--- config.mk ---
export PLATFORM = sky130hd
export DESIGN_NAME = ej32_fetch
export DESIGN_NICKNAME = d
export VERILOG_FILES = /design/src/rtl/ej32_fetch.sv
export SDC_FILE = /design/constraint.sdc
export NUM_CORES = 1
export LEC_CHECK = 0
export BUFFER_PORTS_ARGS = -buffer_cell sky130_fd_sc_hd__buf_2
export CAP_MARGIN = 10
export CORE_MARGIN = 2
export CORE_UTILIZATION = 26
export DETAILED_ROUTE_END_ITERATION = 12
export PLACE_DENSITY = 0.47
export SYNTH_ARGS = -nofsm -noshare
export SYNTH_HDL_FRONTEND = slang
export SYNTH_SLANG_ARGS = --single-unit
--- constraint.sdc ---
create_clock -name clk -period 5 [get_ports clk]
set_input_delay 0.5 -clock clk [delete_from_list [all_inputs] [get_ports clk]]
set_output_delay 0.5 -clock clk [all_outputs]
set_load 0.01 [all_outputs]
--- src/rtl/ej32_fetch.sv ---
// ej32_fetch: bytecode instruction fetcher for the eJ32 core.
//
// Reads the program byte stream from a byte-wide instruction memory with a
// single-cycle read latency. Each opcode is classified by its operand count
// (JVM opcodes plus the FVM extensions 'hca-'hd1). The opcode and its operand
// bytes are collected into one instruction, which is presented to the decoder
// over a valid/ready handshake. A redirect from execute (jmp) restarts the
// byte stream at jmp_a from any state.
//
// Ports:
//   clk, rst            system clock, asynchronous active-high reset
//   mem_a, mem_rd       byte address and read strobe to instruction memory
//   mem_di              read data, valid one cycle after mem_rd
//   jmp, jmp_a          redirect request and target pc
//   op_valid, op_ready  instruction handshake towards the decoder
//   op, opd             opcode byte, operand bytes (big-endian, zero-extended)
//   op_pc, op_len       opcode address, operand byte count (0-4)
//   op_err              unsupported opcode; fetch halts after it is consumed
//
// Optional build macro EJ32_FETCH_STAT_EN adds op_cnt, a 32-bit count of
// completed handshakes (cleared only by rst).
module ej32_fetch #(
  parameter logic [16:0] RST_PC  = 17'h0,
  parameter int unsigned MEM_LAT = 1
) (
  input  logic        clk,
  input  logic        rst,
  output logic [16:0] mem_a,
  output logic        mem_rd,
  input  logic [7:0]  mem_di,
  input  logic        jmp,
  input  logic [16:0] jmp_a,
  output logic        op_valid,
  input  logic        op_ready,
  output logic [7:0]  op,
  output logic [31:0] opd,
  output logic [16:0] op_pc,
  output logic [2:0]  op_len,
  output logic        op_err
`ifdef EJ32_FETCH_STAT_EN
  ,
  output logic [31:0] op_cnt
`endif
);

  // Opcodes with one-off operand counts.
  localparam logic [7:0] OpBipush     = 8'h10;
  localparam logic [7:0] OpSipush     = 8'h11;
  localparam logic [7:0] OpLdc        = 8'h12;
  localparam logic [7:0] OpLdcW       = 8'h13;
  localparam logic [7:0] OpLdc2W      = 8'h14;
  localparam logic [7:0] OpIinc       = 8'h84;
  localparam logic [7:0] OpRet        = 8'ha9;
  localparam logic [7:0] OpTableSw    = 8'haa;
  localparam logic [7:0] OpLookupSw   = 8'hab;
  localparam logic [7:0] OpInvokeIf   = 8'hb9;
  localparam logic [7:0] OpInvokeDyn  = 8'hba;
  localparam logic [7:0] OpNew        = 8'hbb;
  localparam logic [7:0] OpNewArray   = 8'hbc;
  localparam logic [7:0] OpANewArray  = 8'hbd;
  localparam logic [7:0] OpCheckCast  = 8'hc0;
  localparam logic [7:0] OpInstanceOf = 8'hc1;
  localparam logic [7:0] OpWide       = 8'hc4;
  localparam logic [7:0] OpMultiANew  = 8'hc5;
  localparam logic [7:0] OpIfNull     = 8'hc6;
  localparam logic [7:0] OpIfNonNull  = 8'hc7;
  localparam logic [7:0] OpGotoW      = 8'hc8;
  localparam logic [7:0] OpJsrW       = 8'hc9;
  localparam logic [7:0] OpDonext     = 8'hca;
  localparam logic [7:0] OpLdi        = 8'hcb;
  localparam logic [7:0] OpExt        = 8'hcf;

  typedef enum logic [2:0] {
    StIssue,
    StOp,
    StOpd,
    StOut,
    StHalt
  } state_e;

  state_e      state_q;
  logic [16:0] pc_q;
  logic [2:0]  cnt_q;

  logic [2:0]  dec_len;
  logic        dec_err;

  // The read pipeline below assumes data returns exactly one cycle after mem_rd.
  a_mem_lat: assert property (@(posedge clk) MEM_LAT == 1);

  // Operand count of the byte currently on mem_di (only meaningful in StOp).
  always_comb begin
    dec_len = 3'd0;
    dec_err = 1'b0;
    case (mem_di) inside
      OpBipush, OpLdc, [8'h15:8'h19], [8'h36:8'h3a], OpRet, OpNewArray, OpExt:
        dec_len = 3'd1;
      OpSipush, OpLdcW, OpLdc2W, OpIinc, [8'h99:8'ha8], [8'hb2:8'hb8], OpNew,
      OpANewArray, OpCheckCast, OpInstanceOf, OpIfNull, OpIfNonNull, OpDonext:
        dec_len = 3'd2;
      OpMultiANew:
        dec_len = 3'd3;
      OpInvokeIf, OpInvokeDyn, OpGotoW, OpJsrW, OpLdi:
        dec_len = 3'd4;
      OpTableSw, OpLookupSw, OpWide, [8'hd2:8'hff]:
        dec_err = 1'b1;
      default: ;
    endcase
  end

  // Memory requests come straight from the state so that data for a read
  // issued in this cycle is on mem_di in the next one. A redirect suppresses
  // the read since its data would be discarded anyway.
  always_comb begin
    mem_a  = pc_q;
    mem_rd = 1'b0;
    if (!rst && !jmp) begin
      case (state_q)
        StIssue: mem_rd = 1'b1;
        StOp:    mem_rd = !dec_err && (dec_len != 3'd0);
        StOpd:   mem_rd = (cnt_q > 3'd1);
        default: mem_rd = 1'b0;
      endcase
    end
  end

  always_ff @(posedge clk or posedge rst) begin
    if (rst) begin
      state_q  <= StIssue;
      pc_q     <= RST_PC;
      cnt_q    <= 3'd0;
      op_valid <= 1'b0;
      op       <= 8'h00;
      opd      <= 32'h0;
      op_pc    <= 17'h0;
      op_len   <= 3'd0;
      op_err   <= 1'b0;
    end else if (jmp) begin
      // Redirect wins over everything, including a handshake in this cycle.
      state_q  <= StIssue;
      pc_q     <= jmp_a;
      cnt_q    <= 3'd0;
      op_valid <= 1'b0;
      opd      <= 32'h0;
      op_err   <= 1'b0;
    end else begin
      case (state_q)
        StIssue: begin
          pc_q    <= pc_q + 17'd1;
          state_q <= StOp;
        end
        StOp: begin
          op     <= mem_di;
          op_pc  <= pc_q - 17'd1;
          op_len <= dec_len;
          op_err <= dec_err;
          opd    <= 32'h0;
          if (dec_err || dec_len == 3'd0) begin
            op_valid <= 1'b1;
            state_q  <= StOut;
          end else begin
            pc_q    <= pc_q + 17'd1;
            cnt_q   <= dec_len;
            state_q <= StOpd;
          end
        end
        StOpd: begin
          opd   <= {opd[23:0], mem_di};
          cnt_q <= cnt_q - 3'd1;
          if (cnt_q > 3'd1) begin
            pc_q <= pc_q + 17'd1;
          end else begin
            op_valid <= 1'b1;
            state_q  <= StOut;
          end
        end
        StOut: begin
          if (op_ready) begin
            op_valid <= 1'b0;
            opd      <= 32'h0;
            state_q  <= op_err ? StHalt : StIssue;
          end
        end
        StHalt: ;
        default: state_q <= StIssue;
      endcase
    end
  end

`ifdef EJ32_FETCH_STAT_EN
  // Counts consumed instructions, including one consumed alongside a redirect.
  always_ff @(posedge clk or posedge rst) begin
    if (rst) begin
      op_cnt <= 32'h0;
    end else if (op_valid && op_ready) begin
      op_cnt <= op_cnt + 32'd1;
    end
  end
`endif

endmodule
==> impl_results.md, run 1 <==
* Status: complete, no violations
* Layout area overhead at 22.00%
* Max clock buf depth at 2
* TritonRoute pass-1 iters at 5
* Global-route wire length before repair at 20.43 mm
* Fraction of registers with async set/reset at 1.000
* Crit path time final at 3341 ps
* Core box area at 0.01652 mm2
* Largest net degree at the start of global routing at 52
* Final setup violation count at 0
* EDFF count, synth at 0
* Net count, final at 598
* Die width at 133.9 um
* Setup Skew at 5.543 ps
* Post-Syn Area at 0.004384 mm2
* Synth unique cells at 59
* Die Y at 133.9 um
* Vias per cell at 4.946
* Post-placement cell area at 0.005076 mm2
* Final wirelength at 12.63 mm
* Critical Path Sink Type: primary output
* Final hold slack at 230.3 ps
* Final Hold Fails at 0
* Post-DP HPWL at 8.992 mm
* Num CTS Buffers at 9
* Syn_nets at 515
* MaxCap Viol Count at 0
* Synth Register Bits at 85
* Port Buffers at 108
* GRT Total Usage at 0.1457
* Fraction of layout cells with a size suffix above 1 at 0.2456
* Synthesized area per cell at 9.077 um2
* Synth Flop Type: dfrtp_1
* Hold-fix buffers, CTS at 0
* Required time of the critical path at 4500 ps
* Drc violations at 0
* Maximum VDD drop at 162.6 uV
* Pwr dens at 375.5 mW/mm2
* Placed insts at 775
* Fin cells at 790
* Final antenna-violating net count at 0
* Clock transition at the registers of the reported paths at 60 ps
* Post-CTS setup buffers at 0
* Worst slew pin tran at 842.6 ps
* Type of the most critical hold path: in2async
* Syn. warnings at 0
* Fmax at 299.3 MHz
* CTS tree: yes
* Setup TNS at 0 ps
* Mapped Cells at 483
* Congestion Overflow GR at 0
* Slew HR at 0.4362
* Diode count at 0
* Clock sink total at 85
* Fin util at 0.3237
* CTS H-tree lvls at 3
* CTS root buffer: clkbuf_16
* Crit path kind: in2out
* Sequential-to-total area share from yosys stat at 0.4852
* Crit path DAT at 2840 ps
* I/O pins at 109
* Period utilization at 0.6682
* Latest clock arrival within the worst-skew pair at 350 ps
* Slew Limit Fails at 0
* Initial core utilization at 0.2653
* Worst setup SP type: input port
* Crit-path max FO at 18
* DR iter-0 viols at 256
* Final Cell Area at 0.005349 mm2
* Vias in the first global route at 3,682
* RSZ-0062 raised after global routing: false
* Fillers at 1,751
* GPL Wtd Cong at 0.8698
* Post-CTS Resized at 0
* LEAKAGE at 2.520 nW
* Full die area at 0.01792 mm2
* Initial antenna violation count at 0
* Num rows at 47
* DR WL/cell at 15.98 um
* Detailed-route via count at 3,907
worst max-delay path: stages:
cell      delay (ps)
buf_2            200
or4_1            540
o221ai_1          80
nor4_1            70
or4_1            670
or3_4            470
inv_1             70
a211oi_1          70
buf_2            170
cells in the final DEF, fill, tap and decap left out, types with 3 or more instances in the layout:
cell type / Yosys / routed
nand2_1: 71 / 71
a21oi_1: 15 / 15
a2bb2oi_1: 3 / 3
a31oi_1: 5 / 5
inv_1: 13 / 12
or4_1: 3 / 3
nor2_1: 44 / 42
clkbuf_16: 0 / 9
dfrtp_1: 85 / 85
buf_2: 5 / 108
nor2b_1: 4 / 4
nand4_1: 4 / 4
nor4_1: 5 / 5
and2_1: 4 / 4
xnor2_1: 12 / 12
nand3_1: 10 / 10
o211ai_1: 3 / 3
o32a_1: 3 / 3
buf_4: 0 / 5
o21bai_1: 3 / 3
or2_2: 4 / 4
nand2b_1: 8 / 8
o21ai_0: 40 / 40
o31ai_1: 3 / 3
ha_1: 3 / 3
o21a_1: 3 / 3
a22o_1: 31 / 31
a22oi_1: 5 / 5
nor3_1: 14 / 14
xor2_1: 4 / 4
mux2i_1: 4 / 4
kinds of logic after synthesis:
group                      Yosys count  synth area share
and+or+nand+nor                    187            0.2026
AOI/OAI and AO/OA                  134            0.2132
DFF                                 85            0.4852
buffers and inverters               54           0.04937
xor gates and xnor gates            16           0.03196
muxes                                4          0.009133
adders and majority gates            3          0.008563
through the flow:
stage / worst slack [ps] / power, mW
4_1_cts: 1670 / 2.043
3_5_place_dp: 1683 / 1.403
2_1_floorplan: 2033 / 1.193
5_1_grt: 1581 / 2.145
3_3_place_gp: 1704 / 1.392
6_report: 1659 / 2.008
cells in the mapped netlist (5+ instances only):
master     n  area (um2)
clkbuf_1  34       127.6
buf_2      5       25.02
nor4_1     5       31.28
nand2b_1   8       50.05
a31oi_1    5       31.28
nor3_1    14       70.07
inv_1     13       48.80
nor2_1    44       165.2
nand3_1   10       50.05
a22o_1    31       271.5
xnor2_1   12       105.1
a22oi_1    5       37.54
o21ai_0   40       200.2
a21oi_1   15       75.07
dfrtp_1   85        2127
nand2_1   71       266.5
sequential cells by signal, indices dropped and copies added, names as in the netlist, 3 cells and up:
register / count
mem_a: 17
opd: 32
op_len: 3
op_pc: 17
op: 8
state_q: 3
cnt_q: 3
cell type report:
| cell class | count | area [um2] | share of cell area |
|---|---|---|---|
| Clock inverter | 6 | 47.55 | 0.008889 |
| Multi-Input combinational cell | 344 | 2046 | 0.3825 |
| Timing Repair Buffer | 113 | 578.1 | 0.1081 |
| Inverter | 13 | 50.05 | 0.009357 |
| Clock buffer | 9 | 225.2 | 0.04211 |
| Tap cell | 220 | 275.3 | 0.05146 |
| Sequential cell | 85 | 2127 | 0.3977 |
power breakdown:
part | leakage [nW] | internal [mW] | switching (mW)
registers | 1.10 | 0.792 | 0.119
logic | 1.29 | 0.193 | 0.279
clock network | 0.132 | 0.338 | 0.288
total | 2.52 | 1.32 | 0.686
routing by layer:
| metal | share of wire | vias to the layer above | global-route usage | routed length, um |
|---|---|---|---|---|
| met2 | 0.44 | 131 | 0.2074 | 5549 |
| met5 | 0 | - | 0 | 0 |
| met1 | 0.49 | 1873 | 0.2155 | 6174 |
| met3 | 0.055 | 11 | 0.03212 | 694 |
| li1 | - | 1892 | - | - |
| met4 | 0.016 | 0 | 0.05319 | 207 |
path summary, 6_finish.rpt:
| path | startpoint | to | slack (ps) | depth (start not counted) |
|---|---|---|---|---|
| setup / recovery | mem_di[2] | mem_rd | 1660 | 9 |
| hold / removal | rst | mem_a[5]$_DFFE_PP0P_ | 230 | 2 |
| setup reg to reg | mem_a[6]$_DFFE_PP0P_ | op_pc[16]$_DFFE_PP0P_ | 2650 | 6 |
| hold reg to reg | op[1]$_DFFE_PP0P_ | op[1]$_DFFE_PP0P_ | 470 | 2 |
| max in group asynchronous | rst | opd[26]$_DFFE_PP0P_ | 3690 | 3 |
| min in group clk | jmp_a[12] | mem_a[12]$_DFFE_PP0P_ | 390 | 2 |
Note: power is estimated with default switching activity, not from simulation.
==> run 2: changes to the inputs <==
PLACE_DENSITY = 0.48   (was 0.47)
clock period = 2.85 ns   (was 5 ns; I/O delays follow)
==> run 2 against run 1 <==
  * Flip-flop and latch count stayed put
  * Critical path depth stayed put
  * Global-route usage is 0.32 points higher
  * Clock power is 82% higher
  * Cell area is 2.5% higher
  * Setup slack worse by 1500 ps
  * Sequential share of layout area is 0.96 points lower
  * Combinational power is 94% higher
  * Via count is 0.20% higher
  * Die area stayed put
  * Largest cell class unchanged
==> impl_results.md, run 2 (same netlist as run 1, synthesis figures left out) <==
* Die width at 133.9 um (unchanged)
* Final setup violation count at 0 (unchanged)
* Comb power frac at 0.253 (was 0.235)
* Diode count at 0 (unchanged)
* Die Y at 133.9 um (unchanged)
* Clock transition at the registers of the reported paths at 70 ps (was 60 ps)
* Largest Register: opd (unchanged)
* Fillers at 1,760 (was 1,751)
* Net count, final at 612 (was 598)
* Latest clock arrival within the worst-skew pair at 350 ps (about the same)
* I/O pins at 109 (unchanged)
* Global-route wire length before repair at 21.07 mm (was 20.43 mm)
* DR iter-0 viols at 329 (was 256)
* GPL Wtd Cong at 0.8541 (was 0.8698)
* Post-DP HPWL at 9.398 mm (was 8.992 mm)
* Commonest cells after routing, fill and taps aside: buf_2 (108), dfrtp_1 (85), nand2_1 (71), nor2_1 (42), o21ai_0 (40) (unchanged)
* TritonRoute pass-1 iters at 5 (unchanged)
* Num CTS Buffers at 9 (unchanged)
* Slew Limit Fails at 0 (unchanged)
* Fmax at 376.9 MHz
* Clock share of power at 0.317 (was 0.312)
* Port Buffers at 108 (unchanged)
* Drc violations at 0 (unchanged)
* LEAKAGE at 2.589 nW (was 2.520 nW)
* Final Hold Fails at 0 (unchanged)
* Largest net degree at the start of global routing at 47 (was 52)
* Full die area at 0.01792 mm2 (unchanged)
* Vias in the first global route at 3,746 (was 3,682)
* Post-placement cell area at 0.005194 mm2 (was 0.005076 mm2)
* CTS root buffer: clkbuf_16 (unchanged)
* Required time of the critical path at 2570 ps (was 4500 ps)
* Final wirelength at 13.04 mm (was 12.63 mm)
* Period utilization at 0.9309
* Slew HR at 0.4498 (was 0.4362)
* RSZ-0062 raised after global routing: false (unchanged)
* Net Sw Frac at 0.3409 (was 0.3414)
* Crit path kind: in2out (unchanged)
* Num rows at 47 (unchanged)
* Crit path DAT at 2370 ps (was 2840 ps)
* Layout area overhead at 25.03% (was 22.00%)
* Post-CTS Resized at 0 (unchanged)
* Final antenna-violating net count at 0 (unchanged)
* Core box area at 0.01652 mm2 (unchanged)
* Worst slew pin tran at 824.3 ps (was 842.6 ps)
* Congestion Overflow GR at 0 (unchanged)
* Type of the most critical hold path: in2async (unchanged)
* Setup TNS at 0 ps (unchanged)
* Commonest non-fill, non-tap cell in the layout: buf_2 (unchanged)
* Max clock buf depth at 2 (unchanged)
* Initial core utilization at 0.2653 (unchanged)
* Final hold slack at 82.21 ps (was 230.3 ps)
* Max reg flops at 32 (unchanged)
* Status: complete, no violations (unchanged)
* CTS tree: yes (unchanged)
* MaxCap Viol Count at 0 (unchanged)
* Pwr dens at 659.0 mW/mm2 (was 375.5 mW/mm2)
* Sw power at 1.231 mW (was 0.6857 mW)
* Cell-internal power at 2.381 mW (was 1.323 mW)
* Fraction of layout cells with a size suffix above 1 at 0.2650 (was 0.2456)
* Setup Skew at 10.17 ps (was 5.543 ps)
* Post-CTS setup buffers at 0 (unchanged)
* GRT Total Usage at 0.1489 (was 0.1457)
* Maximum VDD drop at 298.5 uV (was 162.6 uV)
* Vias per cell at 4.863 (was 4.946)
* Hold-fix buffers, CTS at 0 (unchanged)
* Final Cell Area at 0.005482 mm2 (was 0.005349 mm2)
* Clock sink total at 85 (unchanged)
* Critical Path Sink Type: primary output (unchanged)
* Crit path time final at 2653 ps
* Detailed-route via count at 3,915 (was 3,907)
* Worst setup SP type: input port (unchanged)
* Crit-path max FO at 3 (was 18)
* Flop pwr share at 0.430 (was 0.454)
* CTS H-tree lvls at 3 (unchanged)
* DR WL/cell at 16.20 um (was 15.98 um)
* Initial antenna violation count at 0 (unchanged)
-- run 2: layer usage --
metal | vias to the layer above | track usage | wire length (um)
li1 | 1912 | - | -
met1 | 1885 | 0.2243 | 6500
met2 | 104 | 0.2137 | 5748
met3 | 14 | 0.02343 | 567
met4 | 0 | 0.05615 | 221
met5 | - | 0 | 0
-- run 2: worst paths after layout --
check / start / end / slack, ps / cells after the start
max: mem_di[2] / mem_rd / 200 / 9
min: rst / state_q[1]$_DFFE_PP0P_ / 80 / 2
max reg2reg: mem_a[0]$_DFFE_PP0P_ / mem_a[13]$_DFFE_PP0P_ / 620 / 7
min reg2reg: op[4]$_DFFE_PP0P_ / op[4]$_DFFE_PP0P_ / 470 / 2
max in group asynchronous: rst / opd[4]$_DFFE_PP0P_ / 2070 / 3
min in group clk: jmp_a[12] / mem_a[12]$_DFFE_PP0P_ / 160 / 2
-- run 2: power by group through the flow --
| stage | clock (mW) | combinational, mW | sequential [mW] |
|---|---|---|---|
| 2_1_floorplan | 0 | 0.483 | 1.61 |
| 3_3_place_gp | 0 | 0.925 | 1.57 |
| 3_5_place_dp | 0 | 0.930 | 1.58 |
| 4_1_cts | 1.18 | 0.930 | 1.55 |
| 5_1_grt | 1.23 | 1.03 | 1.58 |
| 6_report | 1.14 | 0.915 | 1.55 |
-- run 2: final cells by class --
| class | instances | area (um2) | share of cell area |
|---|---|---|---|
| multi-input combinational | 344 | 2047 | 0.3734 |
| sequential | 85 | 2127 | 0.3880 |
| timing repair buffer | 127 | 695.7 | 0.1269 |
| inverter | 13 | 50.05 | 0.009130 |
| tap | 220 | 275.3 | 0.05022 |
| clock buffer | 10 | 239.0 | 0.04360 |
| clock inverter | 6 | 47.55 | 0.008674 |
-- run 2: through the flow --
stage / utilization / power [mW] / setup slack, ps / instances
2_1_floorplan: - / 2.094 / 312.6 / 483
3_3_place_gp: 0.3143 / 2.493 / 191.9 / 789
3_5_place_dp: 0.3143 / 2.506 / 189.7 / 789
4_1_cts: 0.3316 / 3.662 / 197.5 / 805
5_1_grt: 0.3317 / 3.838 / 72.20 / 805
6_report: 0.3317 / 3.612 / 197.0 / 805
-- run 2: critical path: stages --
cell	delay, ps
buf_2	110
or4_1	520
o221ai_1	100
nor4_1	80
or4_1	550
or3_4	440
inv_1	70
a211oi_1	60
buf_2	160
==> run 3: changes to the inputs <==
CTS_BUF_LIST = sky130_fd_sc_hd__clkbuf_8   (was default)
==> run 3 against run 2 <==
  * Via count fell by 0.46%
  * Sequential share of layout area rose by 0.73 points
  * Register-to-register slack worse by 20 ps
  * First-iteration DRC count is 6.4% lower
  * Clock skew rose by 3.7 ps
  * Worst hold slack got worse by 39 ps
  * Utilization fell by 0.61 points
  * Setup slack better by 5.7 ps
  * Fmax is 0.21% higher
  * Global-route usage is essentially flat
  * Critical path type unchanged
  * Largest power group unchanged
  * Clock power fell by 27%
==> impl_results.md, run 3 (same netlist as run 1, synthesis figures left out) <==
* Status: complete, no violations (unchanged)
* Initial core utilization at 0.2653 (unchanged)
* WL met3 at 626 um (was 567 um)
* Fin cells at 805 (unchanged)
* Max reg flops at 32 (unchanged)
* Met2 WL at 5.730 mm (was 5.748 mm)
* CP cell instances: buf_2 -> or4_1 -> o221ai_1 -> nor4_1 -> or4_1 -> or3_4 -> inv_1 -> a211oi_1 -> buf_2 (unchanged)
* Period utilization at 0.9289 (was 0.9309)
* Critical Path Sink Type: primary output (unchanged)
* Drc violations at 0 (unchanged)
* CP delay by family, top: simple AND/OR/NAND/NOR gates (unchanged)
* Max incr delay on CP at 550 ps (about the same)
* Post-placement cell area at 0.005194 mm2 (unchanged)
* Num rows at 47 (unchanged)
* Slew HR at 0.4543 (was 0.4498)
* Buf+Inv Stages, Crit Path at 3 (unchanged)
* CTS tree: yes (unchanged)
* Die width at 133.9 um (unchanged)
* Fmax at 377.7 MHz (was 376.9 MHz)
* Slew Limit Fails at 0 (unchanged)
* Clock sink total at 85 (unchanged)
* Full die area at 0.01792 mm2 (unchanged)
* Global-route wire length before repair at 21.03 mm (was 21.07 mm)
* DR iter-0 viols at 308 (was 329)
* Routed met1 length at 6.510 mm (was 6.500 mm)
* Port Buffers at 108 (unchanged)
* TritonRoute pass-1 iters at 5 (unchanged)
* Crit path kind: in2out (unchanged)
* GPL Wtd Cong at 0.8541 (unchanged)
* DR WL/cell at 16.22 um (was 16.20 um)
* Placed insts at 789 (unchanged)
* Layout area overhead at 22.72% (was 25.03%)
* Fin util at 0.3256 (was 0.3317)
* Commonest non-fill, non-tap cell in the layout: buf_2 (unchanged)
* Fillers at 1,773 (was 1,760)
* Commonest cells after routing, fill and taps aside: buf_2 (108), dfrtp_1 (85), nand2_1 (71), nor2_1 (42), o21ai_0 (40) (unchanged)
* Final antenna-violating net count at 0 (unchanged)
* Largest net degree at the start of global routing at 47 (unchanged)
* Final hold slack at 43.50 ps (was 82.21 ps)
* Post-DP HPWL at 9.398 mm (unchanged)
* MaxCap Viol Count at 0 (unchanged)
* GRT Total Usage at 0.1491 (was 0.1489)
* Place WS at 189.7 ps (unchanged)
* RSZ-0062 raised after global routing: false (unchanged)
* Setup Skew at 13.83 ps (was 10.17 ps)
* CTS root buffer: clkbuf_8 (was clkbuf_16)
* I/O pins at 109 (unchanged)
* Crit path DAT at 2360 ps (was 2370 ps)
* Congestion Overflow GR at 0 (unchanged)
* Initial antenna violation count at 0 (unchanged)
* CTS H-tree lvls at 3 (unchanged)
* Vias per cell at 4.841 (was 4.863)
* Pwr dens at 612.8 mW/mm2 (was 659.0 mW/mm2)
* Top layer in use: met4 (unchanged)
* Final Cell Area at 0.005380 mm2 (was 0.005482 mm2)
* Max clock buf depth at 2 (unchanged)
* Worst setup SP type: input port (unchanged)
* Die Y at 133.9 um (unchanged)
* Num CTS Buffers at 9 (unchanged)
* Fraction of layout cells with a size suffix above 1 at 0.2650 (unchanged)
* Vias in the first global route at 3,732 (was 3,746)
* Largest Register: opd (unchanged)
* Crit-path max FO at 3 (unchanged)
* Post-CTS setup buffers at 0 (unchanged)
* LEAKAGE at 2.542 nW (was 2.589 nW)
* Overall Power at 3.297 mW (was 3.612 mW)
* FF+latch area at 0.002127 mm2 (unchanged)
* Type of the most critical hold path: in2async (unchanged)
* Worst slew pin tran at 817.6 ps (was 824.3 ps)
* Detailed-route via count at 3,897 (was 3,915)
* Post-route setup slack at 202.7 ps (was 197.0 ps)
* Final wirelength at 13.06 mm (was 13.04 mm)
* Net count, final at 612 (unchanged)
* Setup TNS at 0 ps (unchanged)
* Diode count at 0 (unchanged)
* Crit path max-delay cell type: or4_1 (unchanged)
* Final Hold Fails at 0 (unchanged)
* Maximum VDD drop at 209.5 uV (was 298.5 uV)
* Latest clock arrival within the worst-skew pair at 380 ps (was 350 ps)
* Clock transition at the registers of the reported paths at 100 ps (was 70 ps)
* Required time of the critical path at 2570 ps (about the same)
* Multi-input logic area at 0.002047 mm2 (unchanged)
* Core box area at 0.01652 mm2 (unchanged)
* Crit path time final at 2647 ps (was 2653 ps)
* Final setup violation count at 0 (unchanged)
-- run 3: cell counts in the layout (fill, tap and decap cells not counted) --
Identical to the previous run, type by type.
-- run 3: per-layer routing --
metal / GRT usage / up-vias
li1: - / 1904
met1: 0.2236 / 1874
met2: 0.2154 / 107
met3: 0.02305 / 12
met4: 0.05674 / 0
met5: 0 / -
-- run 3: repair_timing --
item,4_1_cts,5_1_grt
hold buffers,0,0
endpoints found under the setup margin,0,1
resized for setup,0,1
-- run 3: final timing paths --
path / from / to / slack (ps) / cells after the start
min in group clk: jmp_a[12] / mem_a[12]$_DFFE_PP0P_ / 130 / 2
hold / removal: rst / state_q[1]$_DFFE_PP0P_ / 40 / 2
setup reg to reg: mem_a[0]$_DFFE_PP0P_ / mem_a[13]$_DFFE_PP0P_ / 600 / 7
max in group asynchronous: rst / cnt_q[2]$_DFFE_PP0P_ / 2110 / 3
setup / recovery: mem_di[2] / mem_rd / 200 / 9
hold reg to reg: op[4]$_DFFE_PP0P_ / op[4]$_DFFE_PP0P_ / 480 / 2
-- run 3: final cells by class --
class	count	area share
clock buffer	10	0.02558
sequential	85	0.3953
inverter	13	0.009302
clock inverter	6	0.008837
multi-input combinational	344	0.3805
timing repair buffer	127	0.1293
tap	220	0.05116
-- run 3: report_power, final --
part / internal (mW) / switching (mW)
Clock: 0.345 / 0.486
Combinational: 0.372 / 0.543
Sequential: 1.39 / 0.163
Total: 2.10 / 1.19
-- run 3: worst register-to-register path: cells and delay by family (launching register included) --
kind | cells | cell delay, ps
buf+inv | 1 | 150
simple gates | 3 | 960
flops | 1 | 530
compound gates | 3 | 470
